### src/rtl/fetch_queue_if.sv
// Fetch queue bus bundle: control, instruction-memory port and decode-side port.
// The fetch_queue connects through the master modport; its environment uses slave.
interface fetch_queue_if;
   logic        halt_in;
   logic        redirect_in;
   logic [31:0] redirect_addr_in;
   logic        mem_req_out;
   logic [31:0] mem_addr_out;
   logic        mem_valid_in;
   logic [31:0] mem_data_in;
   logic        ins_valid_out;
   logic [31:0] ins_data_out;
   logic [31:0] ins_pc_out;
   logic        ins_ready_in;
   logic [3:0]  count_out;

   modport master (
      input  halt_in, redirect_in, redirect_addr_in, mem_valid_in, mem_data_in, ins_ready_in,
      output mem_req_out, mem_addr_out, ins_valid_out, ins_data_out, ins_pc_out, count_out
   );

   modport slave (
      output halt_in, redirect_in, redirect_addr_in, mem_valid_in, mem_data_in, ins_ready_in,
      input  mem_req_out, mem_addr_out, ins_valid_out, ins_data_out, ins_pc_out, count_out
   );
endinterface

### src/rtl/fetch_queue.sv
// Instruction fetch queue: single-outstanding memory fetcher feeding a DEPTH-entry FIFO
// of {pc, word} pairs to decode, with redirect flush and in-flight response dropping.
module fetch_queue #(
   parameter int unsigned DEPTH      = 4,
   parameter logic [31:0] RESET_ADDR = 32'h0000_0000
) (
   input  logic          clock_in,
   input  logic          reset_in,
   fetch_queue_if.master bus
);
   localparam int unsigned PTR_W = (DEPTH > 1) ? $clog2(DEPTH) : 1;
   localparam int unsigned CNT_W = 4;

   typedef enum logic [1:0] {
      IDLE = 2'd0,
      REQ  = 2'd1,
      DROP = 2'd2
   } state_t;

   state_t             state_q, state_d;
   logic [31:0]        fetch_pc_q, fetch_pc_d;
   logic [PTR_W-1:0]   rd_ptr_q, rd_ptr_d;
   logic [PTR_W-1:0]   wr_ptr_q, wr_ptr_d;
   logic [CNT_W-1:0]   count_q, count_d;
   logic [CNT_W-1:0]   after_pop;
   logic [CNT_W-1:0]   cnt_after;
   logic               push;
   logic               pop;

   logic               mem_req_q;
   logic               ins_valid_q;
   logic [31:0]        ins_data_q, ins_data_d;
   logic [31:0]        ins_pc_q, ins_pc_d;

   logic [31:0]        q_data [DEPTH];
   logic [31:0]        q_pc   [DEPTH];

   logic [1:0]         unused_addr_bits;
   assign unused_addr_bits = bus.redirect_addr_in[1:0];

   // Redirect suppresses both queue operations in the cycle it is seen.
   assign pop  = (count_q != '0) && bus.ins_ready_in && !bus.redirect_in;
   assign push = (state_q == REQ) && bus.mem_valid_in && !bus.redirect_in;

   assign after_pop = count_q - CNT_W'(pop);
   assign cnt_after = after_pop + CNT_W'(push);

   // State register and queue bookkeeping.
   always_ff @(posedge clock_in or negedge reset_in) begin
      if (!reset_in) begin
         state_q     <= IDLE;
         fetch_pc_q  <= RESET_ADDR;
         rd_ptr_q    <= '0;
         wr_ptr_q    <= '0;
         count_q     <= '0;
         mem_req_q   <= 1'b0;
         ins_valid_q <= 1'b0;
         ins_data_q  <= '0;
         ins_pc_q    <= '0;
      end else begin
         state_q     <= state_d;
         fetch_pc_q  <= fetch_pc_d;
         rd_ptr_q    <= rd_ptr_d;
         wr_ptr_q    <= wr_ptr_d;
         count_q     <= count_d;
         mem_req_q   <= (state_d == REQ);
         ins_valid_q <= (count_d != '0);
         ins_data_q  <= ins_data_d;
         ins_pc_q    <= ins_pc_d;
      end
   end

   // Entry storage carries no reset; validity is tracked by count and pointers.
   always_ff @(posedge clock_in) begin
      if (push) begin
         q_data[wr_ptr_q] <= bus.mem_data_in;
         q_pc[wr_ptr_q]   <= fetch_pc_q;
      end
   end

   // Next-state, pointer/count update and next head value.
   always_comb begin
      state_d    = state_q;
      fetch_pc_d = fetch_pc_q;
      rd_ptr_d   = rd_ptr_q;
      wr_ptr_d   = wr_ptr_q;
      count_d    = count_q;
      ins_data_d = '0;
      ins_pc_d   = '0;

      if (bus.redirect_in) begin
         fetch_pc_d = {bus.redirect_addr_in[31:2], 2'b00};
         rd_ptr_d   = '0;
         wr_ptr_d   = '0;
         count_d    = '0;
      end else begin
         if (pop) begin
            rd_ptr_d = rd_ptr_q + PTR_W'(1);
         end
         if (push) begin
            wr_ptr_d   = wr_ptr_q + PTR_W'(1);
            fetch_pc_d = fetch_pc_q + 32'd4;
         end
         count_d = cnt_after;
      end

      unique case (state_q)
         IDLE: begin
            if (!bus.halt_in && !bus.redirect_in && (count_q < CNT_W'(DEPTH))) begin
               state_d = REQ;
            end
         end
         REQ: begin
            if (bus.mem_valid_in) begin
               if (bus.redirect_in) begin
                  state_d = IDLE;
               end else if (!bus.halt_in && (cnt_after < CNT_W'(DEPTH))) begin
                  state_d = REQ;
               end else begin
                  state_d = IDLE;
               end
            end else if (bus.redirect_in) begin
               state_d = DROP;
            end
         end
         DROP: begin
            // The stale response retires the outstanding request even alongside a redirect.
            if (bus.mem_valid_in) begin
               state_d = IDLE;
            end
         end
         default: begin
            state_d = IDLE;
         end
      endcase

      // A word pushed into an otherwise-empty queue becomes the head directly.
      if (count_d != '0) begin
         if (push && (after_pop == '0)) begin
            ins_data_d = bus.mem_data_in;
            ins_pc_d   = fetch_pc_q;
         end else begin
            ins_data_d = q_data[rd_ptr_d];
            ins_pc_d   = q_pc[rd_ptr_d];
         end
      end
   end

   assign bus.mem_req_out   = mem_req_q;
   assign bus.mem_addr_out  = fetch_pc_q;
   assign bus.ins_valid_out = ins_valid_q;
   assign bus.ins_data_out  = ins_data_q;
   assign bus.ins_pc_out    = ins_pc_q;
   assign bus.count_out     = count_q;

endmodule

### src/flat_wrapper.sv
// flat-port wrapper written by rule: the top's interface ports become plain ports
module fetch_queue_flat 
#(
   parameter int unsigned DEPTH      = 4,
   parameter logic [31:0] RESET_ADDR = 32'h0000_0000
)
  (clock_in, reset_in, bus_halt_in, bus_redirect_in, bus_redirect_addr_in, bus_mem_valid_in, bus_mem_data_in, bus_ins_ready_in, bus_mem_req_out, bus_mem_addr_out, bus_ins_valid_out, bus_ins_data_out, bus_ins_pc_out, bus_count_out);
  fetch_queue_if bus_i ();
  input  logic clock_in;
  input  logic reset_in;
  input wire logic [$bits(bus_i.halt_in)-1:0] bus_halt_in;
  input wire logic [$bits(bus_i.redirect_in)-1:0] bus_redirect_in;
  input wire logic [$bits(bus_i.redirect_addr_in)-1:0] bus_redirect_addr_in;
  input wire logic [$bits(bus_i.mem_valid_in)-1:0] bus_mem_valid_in;
  input wire logic [$bits(bus_i.mem_data_in)-1:0] bus_mem_data_in;
  input wire logic [$bits(bus_i.ins_ready_in)-1:0] bus_ins_ready_in;
  output wire logic [$bits(bus_i.mem_req_out)-1:0] bus_mem_req_out;
  output wire logic [$bits(bus_i.mem_addr_out)-1:0] bus_mem_addr_out;
  output wire logic [$bits(bus_i.ins_valid_out)-1:0] bus_ins_valid_out;
  output wire logic [$bits(bus_i.ins_data_out)-1:0] bus_ins_data_out;
  output wire logic [$bits(bus_i.ins_pc_out)-1:0] bus_ins_pc_out;
  output wire logic [$bits(bus_i.count_out)-1:0] bus_count_out;
  assign bus_i.halt_in = bus_halt_in;
  assign bus_i.redirect_in = bus_redirect_in;
  assign bus_i.redirect_addr_in = bus_redirect_addr_in;
  assign bus_i.mem_valid_in = bus_mem_valid_in;
  assign bus_i.mem_data_in = bus_mem_data_in;
  assign bus_i.ins_ready_in = bus_ins_ready_in;
  assign bus_mem_req_out = bus_i.mem_req_out;
  assign bus_mem_addr_out = bus_i.mem_addr_out;
  assign bus_ins_valid_out = bus_i.ins_valid_out;
  assign bus_ins_data_out = bus_i.ins_data_out;
  assign bus_ins_pc_out = bus_i.ins_pc_out;
  assign bus_count_out = bus_i.count_out;
  fetch_queue #(.DEPTH(DEPTH), .RESET_ADDR(RESET_ADDR)) u_core (.clock_in(clock_in), .reset_in(reset_in), .bus(bus_i));
endmodule
### config.mk
export PLATFORM = sky130hd
export DESIGN_NAME = fetch_queue_flat
export DESIGN_NICKNAME = d
export VERILOG_FILES = /design/src/rtl/fetch_queue_if.sv /design/src/rtl/fetch_queue.sv /design/src/flat_wrapper.sv
export SDC_FILE = /design/constraint.sdc
export NUM_CORES = 1
export LEC_CHECK = 0
export ABC_AREA = 1
export CORE_ASPECT_RATIO = 1.1
export CORE_MARGIN = 10
export CORE_UTILIZATION = 60
export CTS_CLUSTER_DIAMETER = 120
export DETAILED_ROUTE_END_ITERATION = 7
export PLACE_DENSITY = 0.88
export SETUP_SLACK_MARGIN = 0.2
export SYNTH_ARGS = -nofsm -noshare
export SYNTH_HDL_FRONTEND = slang
export SYNTH_SLANG_ARGS = --single-unit
export TNS_END_PERCENT = 30
### constraint.sdc
create_clock -name clock_in -period 8.9 [get_ports clock_in]
set_input_delay 2.67 -clock clock_in [delete_from_list [all_inputs] [get_ports clock_in]]
set_output_delay 2.67 -clock clock_in [all_outputs]
set_load 0.005 [all_outputs]
* Yosys cells after proc, flatten, opt, wreduce, memory -nomap -nowiden
Memories as Yosys holds them, arrays and structs flattened.
Index checks and enable logic that the tools add are counted.
** Storage, ports and cells
- Flip-flop bits (word level) :: 108
- Bits in latches :: 0
- Memory bits (writable) :: 256
- Bits in read-only memories :: 0
- Input bits :: 70
- Output and inout bits :: 102
- Memories :: 2
** Operators by class
- $add $sub $neg :: 5
- Multipliers :: 0
- Div/mod/pow operators :: 0
- Order comparisons :: 2
- Equal/unequal tests :: 3
- Shift-type cells :: 0
- Multiplexer cells :: 20
- Bitwise gates (word level) :: 0
- Reduce and logical (&&, ||, !) cells :: 15
** Memories
- u_core.q_data :: depth 4, bits a word 32, read ports 1, clocked after Yosys merged registers in 0, write ports 1, line fetch_queue.sv:35 : logic [31:0] q_data [DEPTH];
- u_core.q_pc :: depth 4, bits a word 32, read ports 1, clocked after Yosys merged registers in 0, write ports 1, line fetch_queue.sv:36 : logic [31:0] q_pc [DEPTH];
** Operators with widths (number)
- 2-to-1 mux 32 bit :: 6
- adder 32 x 3 -> 32 bit (second input constant) :: 1
- 2-to-1 mux 2 bit :: 9
- logical AND 1 bit :: 8
- less-than comparator 4 x 3 -> 1 bit (second input constant) :: 2
- nonzero test 4 bit :: 2
- one-hot mux 2 bit (3 select lines) :: 1
- adder 2 x 1 -> 2 bit (second input constant) :: 2
- adder 4 x 1 -> 4 bit :: 1
- == test 2 x 1 -> 1 bit (second input constant) :: 2
- zero test 4 bit :: 1
- 2-to-1 mux 4 bit :: 1
- subtractor 4 x 1 -> 4 bit :: 1
- 2-to-1 mux 1 bit :: 3
- == test 2 bit (second input constant) :: 1
- zero test 1 bit :: 2
- zero test 2 bit :: 1
- nonzero test 2 bit :: 1

* Logic depth before layout (Yosys ltp)
Gate-level depths: netlist (run 1).
- Depth after elaboration :: 12
- Depth in mapped cells :: 19
- Depth with buffers taken out :: 17

* Worst setup path before layout (run 1)
OpenSTA, ideal clock, no wires.
- Kind :: in2reg
- From :: input port bus_mem_valid_in
- To :: memory u_core.q_data[0][0], enable pin
- Setup time :: 0.482 ns
- Arrival time :: 5.598 ns
- Required time :: 8.418 ns
- Slack :: 2.819 ns
- Stages on the path :: 4
- Buffers on the path :: 0
- Cell sequence :: inv_1 -> nor2_4 -> nand2_2 -> nor2_1
** Between the ends
- Longest elaborated chain between the ends :: 4
** RTL lines
- from (decl) :: line flat_wrapper.sv:14 : input wire logic [$bits(bus_i.mem_valid_in)-1:0] bus_mem_valid_in;
- logical AND 1 bit (2 in series) :: line fetch_queue.sv:43 : assign push = (state_q == REQ) && bus.mem_valid_in && !bus.redirect_in;
- 2-to-1 mux 1 bit :: line fetch_queue.sv:75 : if (push) begin
- 2-to-1 mux 1 bit (not written as such) :: line fetch_queue.sv:76 : q_data[wr_ptr_q] <= bus.mem_data_in;
- to (decl) :: line fetch_queue.sv:35
Every way passes these cells.

* Worst setup path in the final report (run 1)
- From :: input port bus_redirect_in
- To :: register u_core.ins_pc_q[13] (netlist: u_core.bus.ins_pc_out[13])
** Between the ends
- Longest elaborated chain between the ends :: 7
** RTL lines
- from (decl) :: line flat_wrapper.sv:12 : input wire logic [$bits(bus_i.redirect_in)-1:0] bus_redirect_in;
- zero test 1 bit :: line fetch_queue.sv:42, fetch_queue.sv:43
- logical AND 1 bit :: line fetch_queue.sv:42 : assign pop = (count_q != '0) && bus.ins_ready_in && !bus.redirect_in;
- subtractor 4 x 1 -> 4 bit or 2-to-1 mux 2 bit (tied branches) :: line fetch_queue.sv:45, fetch_queue.sv:97
- adder 4 x 1 -> 4 bit, or another cell as far along :: line fetch_queue.sv:46 : assign cnt_after = after_pop + CNT_W'(push);
- 2-to-1 mux 4 bit, or another cell as far along :: line fetch_queue.sv:91 : if (bus.redirect_in) begin
- nonzero test 4 bit or 2-to-1 mux 32 bit (tied branches) :: line fetch_queue.sv:138, fetch_queue.sv:139
- 2-to-1 mux 32 bit * :: line fetch_queue.sv:138 : if (count_d != '0) begin
- net u_core.ins_pc_d[13] :: line fetch_queue.sv:33 : logic [31:0] ins_pc_q, ins_pc_d;
- to (signal assigned) :: line fetch_queue.sv:69 : ins_pc_q <= ins_pc_d;
- to (decl) :: line fetch_queue.sv:33
Mark *: on every way through the listed nets, which the timed path passes. The rest lies on a longest branch.
A chain may end at the register's enable or synchronous reset.

==> results by group, run 1 <==
Logic synthesis
  • Count leader, synth: inv_1
  • EDFF count, synth: ~250
  • Mapped Area: 16500 um^2
  • Register area share after synthesis: between 60 and 70%
  • Post-synth cell types: 35
  • Main area contributors after synthesis: edfxtp_1 (45%), dfrtp_1 (16%), inv_1 (8.6%)
  • Yosys warns: 0
  • Async set-reset flop share out of synthesis: slightly below 30%
  • Cells after Synth: 1767
  • Mean Syn Cell Area: a little over 9 um^2
  • Synth top cells by count: inv_1 (377), nand2_1 (319), edfxtp_1 (248)
  • Synth area leader: edfxtp_1
  • Synth top area share: between 40% and 50%
  • Synthesis-stage register bit count: between 300 and 400
  • Predominant post-synthesis flop cell: edfxtp_1

Die
  • Initial core utilization: a little over 60%
  • Core area: around 27000 um^2
  • Die ar.: between 30000 and 40000 um^2
  • Die width: 178 um
  • Die Ht: 194 um
  • Site row count: 63
  • Boundary pin count: 172

CTS
  • CTS tree: yes
  • Worst-Skew Late Latency: 520 ps
  • Post-CTS Setup Inserts: 0
  • Clock root cell: clkbuf_16
  • Clock Path Buffers: 3
  • Post-CTS Hold Fix Bufs: 0
  • CTS Buf Count: 35
  • Post-cts sizing count: 0
  • H-Tree Depth: 2
  • Reg clk slew, reported paths: 60 ps
  • # clock sinks: around 350

STA
  • RSZ-0062 raised after global routing: false
  • Hold Fails Final Rpt: 0
  • Fin Hold WS: around 490 ps
  • Setup TNS Final: 0 ps
  • Fin crit period: about 6400 ps
  • Final setup viols: 0
  • FMAX: about 0.16 GHz
  • Clk_skew: between 15 and 20 ps
  • Slew at the pin closest to its max-slew limit: 1220 ps
  • Max transition margin: 18.9%
  • Period utilisation layout: ~72%
  • Slew Limit Fails: 0
  • Final worst slack: approximately 2500 ps

Finish
  • Post-layout util: 72.0%
  • Fillers: about 1800
  • Finished Cell Area: approximately 20000 um^2
  • Area Growth Syn to Fin: 18.1%
  • Nets: between 1500 and 2000
  • Multi-input logic area: roughly 4600 um^2
  • Share of layout cells above drive strength 1: ~4.7%
  • Antenna cell count: 0
  • Register Area: ~10000 um^2
  • Non-filler cells in the finished layout: 2268

Detailed routing
  • # DRC: 0
  • Via density per instance: approximately 5.8
  • DRT iter0 DRCs: ~1600
  • Via count: 13200
  • Total wire length: 42800 um
  • Pre-antenna DRT Iters: 6
  • Antenna Nets Post-Route: 0
  • Drt wl/cell: 18.9 um

Setup path
  • CP Data Required Time: 9290 ps
  • Worst EP arrival: a little under 7000 ps
  • Crit path max-delay cell type: clkdlybuf4s50_1
  • Setup Crit Path Kind: in2reg
  • Worst path cell trace: clkdlybuf4s50_1, inv_4, nand2_2, inv_2, ha_1, ha_1, nand2_1, and2_1, nand2_1, nand2_1, inv_2, buf_4, a21oi_1, nand2_1, inv_1
  • Startpoint Class: input port
  • Worst path most repeated cell: nand2_1
  • Delay-heaviest family, CP: buffers and inverters
  • Setup crit end kind: flop
  • Max Fanout on Critical Path: between 40 and 50
  • Crit-path max cell delay: 670 ps
  • Worst path bufs/invs: 6

Global routing
  • Met1 Use GR: roughly 30%
  • Gr usage total: 24.0%
  • Global-route wire length before repair: 66700 um
  • Vias in the first global route: ~13000
  • Largest net degree at the start of global routing: around 100
  • Met2 Usage GRT: between 30 and 40%
  • GRT overflow: 0
  • Grt peak-use layer: met2
  • Met3 usage: ~4.6%
  • Initial antenna violation count: 0

Power and ir drop
  • Power Density: between 200 and 300 nW/um^2
  • Worst VDD drop: approximately 0.15 mV
  • Final Total Pwr: between 4 and 5 mW
  • Leakage: ~9 nW

Placement
  • Gpl congestion: 0.878
  • Final HPWL DP: around 24000 um
  • Setup WS pre-CTS: ~2100 ps
  • Area post-placement: between 15000 and 20000 um^2
  • Port bufs: ~170
  • Post-Place Cells: around 2200

Job
  • Max_cap viols: 0

Min path
  • Hold Path Class: reg2reg

Status
  • Run status: finished clean
-- per-layer routing --
layer | routed length [um] | up-vias
met5 | 0 | -
met4 | 1530 | 0
met3 | 4780 | 131
met2 | 20800 | 909
met1 | 15600 | 6183
li1 | - | 5987
-- power breakdown --
part / internal [mW] / total, mW / switching [mW]
registers: 1.96 / 2.08 / 0.120
clock network: 0.910 / 1.52 / 0.609
logic: 0.569 / 1.35 / 0.786
total: 3.44 / 4.95 / 1.51
-- cell usage in the layout, fill, tap and decap left out, types with 2 or more instances in the layout --
cell | synthesis | final
nand4_1 | 130 | 130
clkbuf_1 | 39 | 9
bufinv_16 | 0 | 5
o211ai_1 | 7 | 7
nor2_1 | 114 | 110
nand3_4 | 0 | 5
clkinv_1 | 0 | 2
clkbuf_16 | 0 | 35
nand3_1 | 212 | 212
clkinv_2 | 0 | 5
inv_1 | 377 | 377
clkdlybuf4s50_1 | 0 | 166
nor2_2 | 2 | 2
o21ai_0 | 18 | 18
dfrtp_1 | 105 | 105
xor2_1 | 15 | 15
clkbuf_8 | 0 | 4
conb_1 | 1 | 3
inv_2 | 5 | 4
nor3_1 | 14 | 14
o21bai_1 | 2 | 2
o31ai_1 | 2 | 2
nand2_2 | 3 | 2
nand2_1 | 319 | 319
nor2_4 | 1 | 5
a21oi_1 | 65 | 65
inv_6 | 0 | 4
ha_1 | 9 | 9
edfxtp_1 | 248 | 248
buf_4 | 5 | 15
-- state kept, by name, indices dropped and copies added, names as in the netlist --
signal	count
u_core.q_data	128
u_core.q_pc	120
u_core.bus.ins_data_out	32
u_core.bus.ins_pc_out	31
u_core.bus.mem_addr_out	30
u_core.bus.count_out	4
u_core.rd_ptr_q	2
u_core.state_q	2
u_core.wr_ptr_q	2
u_core.bus.ins_valid_out	1
u_core.bus.mem_req_out	1
-- area by class of cell --
class	count	share of cell area, %
inverters	382	7.37
clock inverters	16	1.12
well taps	357	2.29
multi-input cells	931	23.4
clock buffers	48	4.95
flip-flops and latches	353	51.7
repair buffers	181	9.11
-- path summary, 6_finish.rpt --
path                                         startpoint  slack [ps]                          to  cells past startpoint
max in group asynchronous                      reset_in        5470  u_core.bus.mem_addr_out[5]                      2
worst min register to register        u_core.state_q[0]         490           u_core.state_q[1]                      1
worst min-delay path                  u_core.state_q[0]         490           u_core.state_q[1]                      1
worst max-delay path                    bus_redirect_in        2460   u_core.bus.ins_pc_out[13]                     15
min in group asynchronous                      reset_in        2180  u_core.bus.ins_data_out[4]                      1
worst max register to register  u_core.bus.count_out[2]        5090   u_core.bus.ins_pc_out[13]                     14
-- logic make-up after synthesis --
group                    count (synthesis)  share of synthesized area, %
AO/OA/AOI/OAI                          101                          3.33
XOR/XNOR                                16                         0.850
adder cells (fa/ha/maj)                  9                         0.683
buffers and inverters                  485                          11.7
flip-flops                             353                          61.1
other                                    1                        0.0227
AND/OR/NAND/NOR                        802                          22.3
Note: power is estimated with default switching activity, not from simulation.
==> run 2, diff against run 1 <==
CORE_UTILIZATION = 52   (was 60)
PLACE_DENSITY = 0.81   (was 0.88)
clock period = 5.45 ns   (was 8.9 ns; I/O delays follow)
==> run 2 against run 1 <==
First-iteration DRC count fell by 28%. Critical path depth up 1. Sequential power grew 63%. Critical endpoint is now u_core.bus.ins_pc_out[17]. Utilization decreased by 9.3 points. Sequential cell count stayed put. Routed wire length barely moved. Worst setup slack worse by 1400 ps. Critical path type unchanged. Clock power up 53%.
==> results by group, run 2 (same netlist as run 1, synthesis figures left out) <==
Status
  • Run status: finished clean

Detailed routing
  • # DRC: 0
  • Drt wl/cell: ~18 um
  • Total wire length: 42800 um
  • Pre-antenna DRT Iters: 6
  • DRT iter0 DRCs: ~1200
  • Via count: roughly 13000
  • Antenna Nets Post-Route: 0
  • Via density per instance: around 5.5

Finish
  • Share of layout cells above drive strength 1: between 4 and 5%
  • Commonest non-fill, non-tap cells in the layout: inv_1 (377), nand2_1 (319), edfxtp_1 (248)
  • Non-filler cells in the finished layout: about 2300
  • Nets: between 1500 and 2000
  • Largest register FFs: around 130
  • Antenna cell count: 0
  • Top reg by flops: u_core.q_data
  • Area Growth Syn to Fin: 19.2%
  • Commonest non-fill, non-tap cell in the layout: inv_1
  • Fillers: ~2500

Die
  • Core area: between 30000 and 40000 um^2
  • Die Ht: about 210 um
  • Initial core utilization: 52.7%
  • Die width: around 190 um
  • Boundary pin count: 172
  • Die ar.: about 39000 um^2
  • Site row count: ~70

CTS
  • # clock sinks: roughly 350
  • Reg clk slew, reported paths: approximately 60 ps
  • Clock root cell: clkbuf_16
  • Post-CTS Hold Fix Bufs: 0
  • CTS tree: yes
  • Clock Path Buffers: 3
  • CTS Buf Count: 36
  • Post-CTS Setup Inserts: 0
  • H-Tree Depth: 2
  • Post-cts sizing count: 0
  • Worst-Skew Late Latency: 520 ps

Power and ir drop
  • Worst VDD drop: around 0.27 mV
  • Power Density: slightly above 400 nW/um^2
  • Leakage: slightly above 9 nW

STA
  • Hold Fails Final Rpt: 0
  • Final setup viols: 0
  • Slew Limit Fails: 0
  • Period utilisation layout: between 70% and 80%
  • Setup TNS Final: 0 ps
  • RSZ-0062 raised after global routing: false
  • Slew at the pin closest to its max-slew limit: approximately 1100 ps
  • Clk_skew: 18.9 ps
  • FMAX: about 0.23 GHz
  • Max transition margin: about 26%
  • Fin crit period: 4340 ps

Global routing
  • GRT overflow: 0
  • Largest net degree at the start of global routing: ~130
  • Initial antenna violation count: 0
  • Vias in the first global route: 13200
  • Gr usage total: a little over a fifth
  • Global-route wire length before repair: about 68000 um

Setup path
  • Crit path max-delay cell type: buf_4
  • Worst path cell trace: clkdlybuf4s50_1, nor2_2, nand2_2, inv_1, ha_1, ha_1, nand2_1, nand2_1, nand3_1, inv_1, nand2_1, nand3_4, buf_4, a21oi_1, nand2_1, inv_1
  • Crit-path max cell delay: roughly 640 ps
  • Worst path bufs/invs: 5
  • Max Fanout on Critical Path: 52
  • Setup crit end kind: flop
  • Worst EP arrival: 4740 ps
  • Worst path most repeated cell: nand2_1
  • CP Data Required Time: 5850 ps
  • Setup Crit Path Kind: in2reg
  • Startpoint Class: input port
  • Delay-heaviest family, CP: buffers and inverters

Placement
  • Final HPWL DP: 24400 um
  • Port bufs: approximately 170
  • Gpl congestion: 0.863
  • Post-Place Cells: 2274

Job
  • Max_cap viols: 0

Min path
  • Hold Path Class: reg2reg
-- run 2: cell count changes in the layout (fill, tap and decap cells not counted) --
cell	delta
buf_12	+10
bufinv_16	-4
buf_4	-3
inv_6	-2
clkbuf_1	+5
clkinv_1	+1
clkinvlp_4	+1
clkbuf_16	+2
clkbuf_8	-2
clkinv_4	+1
-- run 2: area by class of cell --
cell class	count	area [um^2]	share of cell area [%]
Sequential cell	353	10100	51.2
Multi-Input combinational cell	931	4560	23.2
Timing Repair Buffer	188	1950	9.93
Inverter	382	1440	7.31
Clock buffer	53	1010	5.12
Tap cell	420	526	2.67
Clock inverter	13	100	0.509
-- run 2: final timing paths --
check                           cells past startpoint                          to                    start  slack, ps
worst max-delay path                               16   u_core.bus.ins_pc_out[17]          bus_redirect_in       1110
worst min-delay path                                1           u_core.state_q[1]        u_core.state_q[0]        490
worst max register to register                     17   u_core.bus.ins_pc_out[17]  u_core.bus.count_out[2]       2270
worst min register to register                      1           u_core.state_q[1]        u_core.state_q[0]        490
max in group asynchronous                           2  u_core.bus.ins_data_out[1]                 reset_in       3100
min in group asynchronous                           1    u_core.bus.ins_pc_out[6]                 reset_in       1340
-- run 2: where the power goes --
part	switching (mW)	internal [mW]	leakage, nW
registers	0.192	3.20	3.62
logic	1.27	0.966	4.95
clock network	0.996	1.34	0.539
total	2.46	5.50	9.11
-- run 2: stage by stage --
| step | utilization [%] | area, um^2 | setup WS, ps | power, mW | hold WS, ps |
|---|---|---|---|---|---|
| floorplan | - | 16500 | 404 | 4.59 | 448 |
| global placement | 59.3 | 18600 | 704 | 5.63 | 468 |
| detailed placement | 59.3 | 18600 | 632 | 5.69 | 483 |
| CTS | 62.8 | 19700 | 1150 | 8.01 | 497 |
| global route | 62.8 | 19700 | 854 | 8.38 | 519 |
| finish | 62.8 | 19700 | 1110 | 7.96 | 493 |
-- run 2: layer usage --
layer	vias to the layer above	GRT usage, %	part of all wire (%)
met5	-	0	0
met3	99	3.51	7.9
li1	6015	-	-
met1	6116	25.8	39
met2	624	37.4	50
met4	0	9.78	3.1
==> run 3, diff against run 2 <==
CORE_UTILIZATION = 57   (was 52)
PLACE_DENSITY = 0.84   (was 0.81)
clock period = 4.3 ns   (was 5.45 ns; I/O delays follow)
==> run 3 against run 2 <==
Clock skew decreased by 1.0 ps. Total power grew 28%. Sequential share of layout area shrank 0.13 points. Global-route usage up 1.4 points. Register-to-register slack lost 960 ps. Sequential cell count is the same. Clock power up 31%. Worst hold slack worse by 5.5 ps. Worst setup slack worse by 480 ps. Combinational power rose by 27%. Critical path depth increased by 2. Count of clock-buffer cells in the layout fell by 4.
==> results by group, run 3 (same netlist as run 1, synthesis figures left out) <==
Finish
  • Register Area: between 10000 and 15000 um^2
  • Largest register FFs: 128
  • Area Growth Syn to Fin: 19.5%
  • Finished Cell Area: about 20000 um^2
  • Top reg by flops: u_core.q_data
  • Antenna cell count: 0
  • Non-filler cells in the finished layout: roughly 2300
  • Commonest non-fill, non-tap cell in the layout: inv_1
  • Multi-input logic area: 4560 um^2
  • Commonest non-fill, non-tap cells in the layout: inv_1 (377), nand2_1 (319), edfxtp_1 (248)
  • Fillers: ~2000
  • Share of layout cells above drive strength 1: around 5.5%
  • Post-layout util: slightly below 70%
  • Nets: 1980

Die
  • Die ar.: between 30000 and 40000 um^2
  • Boundary pin count: between 150 and 200
  • Die Ht: 198 um
  • Initial core utilization: between 50% and 60%
  • Die width: 182 um
  • Site row count: between 60 and 70
  • Core area: roughly 29000 um^2

STA
  • Final setup viols: 0
  • Fin Hold WS: approximately 490 ps
  • Max transition margin: approximately 29%
  • FMAX: about 0.27 GHz
  • Slew at the pin closest to its max-slew limit: roughly 1100 ps
  • Period utilisation layout: a little under nine tenths
  • Clk_skew: roughly 18 ps
  • Fin crit period: approximately 3700 ps
  • RSZ-0062 raised after global routing: false
  • Slew Limit Fails: 0
  • Hold Fails Final Rpt: 0

Detailed routing
  • Pre-antenna DRT Iters: 7
  • Via density per instance: 5.65
  • Antenna Nets Post-Route: 0
  • Drt wl/cell: between 15 and 20 um
  • Total wire length: 42500 um
  • Via count: between 10000 and 15000
  • DRT iter0 DRCs: around 1300
  • # DRC: 0

CTS
  • Post-CTS Setup Inserts: 0
  • Clock Path Buffers: 3
  • CTS Buf Count: 35
  • # clock sinks: about 350
  • Worst-Skew Late Latency: 530 ps
  • Post-CTS Hold Fix Bufs: 0
  • H-Tree Depth: 2
  • Reg clk slew, reported paths: 70 ps
  • Post-cts sizing count: 0
  • Clock root cell: clkbuf_16
  • CTS tree: yes

Setup path
  • Delay-heaviest family, CP: buffers and inverters
  • Setup crit end kind: flop
  • Crit-path max cell delay: 580 ps
  • Startpoint Class: input port
  • Setup Crit Path Kind: in2reg
  • R2r endpoint: u_core.bus.ins_pc_out[9]
  • Crit path to: u_core.bus.ins_pc_out[9]
  • Max Fanout on Critical Path: 63
  • Worst path most repeated cell: inv_1
  • Flop2flop setup slack: 1310 ps
  • Worst R2R Start: u_core.bus.count_out[1]
  • CP Depth: 18
  • Crit path max-delay cell type: clkdlybuf4s50_1
  • Worst path bufs/invs: 7
  • Reg2reg path depth: 18
  • Worst EP arrival: around 4000 ps
  • Crit. Startpoint: bus_redirect_in
  • CP Data Required Time: between 4000 and 5000 ps
  • Worst path cell trace: clkdlybuf4s50_1, nor2_2, nand2_2, inv_1, ha_1, ha_1, inv_1, ha_1, inv_1, nand3_1, and2_1, nand2_1, nand2_1, inv_2, buf_12, a21oi_1, nand2_1, inv_1

Placement
  • Gpl congestion: between 0.9 and 1
  • Post-Place Cells: between 2000 and 2500
  • Area post-placement: 18600 um^2
  • Final HPWL DP: between 20000 and 30000 um
  • Port bufs: about 170

Global routing
  • GRT overflow: 0
  • Initial antenna violation count: 0
  • Largest net degree at the start of global routing: 125
  • Gr usage total: between 20% and 30%
  • Vias in the first global route: 13100
  • Global-route wire length before repair: 67200 um

Status
  • Run status: finished clean

Power and ir drop
  • Worst VDD drop: approximately 0.37 mV
  • Leakage: between 9 and 10 nW
  • Power Density: around 520 nW/um^2

Job
  • Max_cap viols: 0

Min path
  • Hold Path Class: reg2reg
==> run 3: where the power goes <==
| group | internal (mW) | total [mW] | leakage (nW) | switching, mW |
|---|---|---|---|---|
| Combinational | 1.24 | 2.85 | 5.01 | 1.61 |
| Clock | 1.80 | 3.05 | 0.564 | 1.26 |
| Sequential | 4.05 | 4.30 | 3.62 | 0.246 |
| Total | 7.10 | 10.2 | 9.19 | 3.11 |
==> run 3: layout make-up <==
type	instances	share of cell area, %
Multi-Input combinational cell	931	23.2
Inverter	382	7.29
Clock inverter	15	0.851
Sequential cell	353	51.1
Clock buffer	49	5.02
Timing Repair Buffer	198	10.2
Tap cell	368	2.34
==> run 3: stage by stage <==
stage | worst slack (ps) | total power, mW | TNS [ps]
finish | 624 | 10.2 | 0
global route | 477 | 10.7 | 0
CTS | 680 | 10.2 | 0
detailed placement | 202 | 7.20 | 0
global placement | 280 | 7.11 | 0
floorplan | -401 | 5.82 | -99340
==> run 3: worst min-delay path by stage <==
| stage | start | to | slack (ps) | cells after the start |
|---|---|---|---|---|
| 4_1_cts | u_core.state_q[0] | u_core.state_q[1] | 480 | 1 |
| 5_1_grt | u_core.state_q[0] | u_core.state_q[1] | 500 | 1 |
| 2_1_floorplan | u_core.state_q[0] | u_core.state_q[1] | 450 | 1 |
| 6_report | u_core.state_q[0] | u_core.state_q[1] | 490 | 1 |
| 3_3_place_gp | u_core.state_q[0] | u_core.state_q[1] | 470 | 1 |
| 3_5_place_dp | u_core.state_q[0] | u_core.state_q[1] | 470 | 1 |
==> run 3: layer usage <==
metal | share of wire (%) | track usage, % | wire [um]
met5 | 0 | 0 | 0
met4 | 2.6 | 8.65 | 1120
met3 | 9.1 | 4.29 | 3860
met1 | 38 | 27.9 | 16000
met2 | 51 | 39.7 | 21500
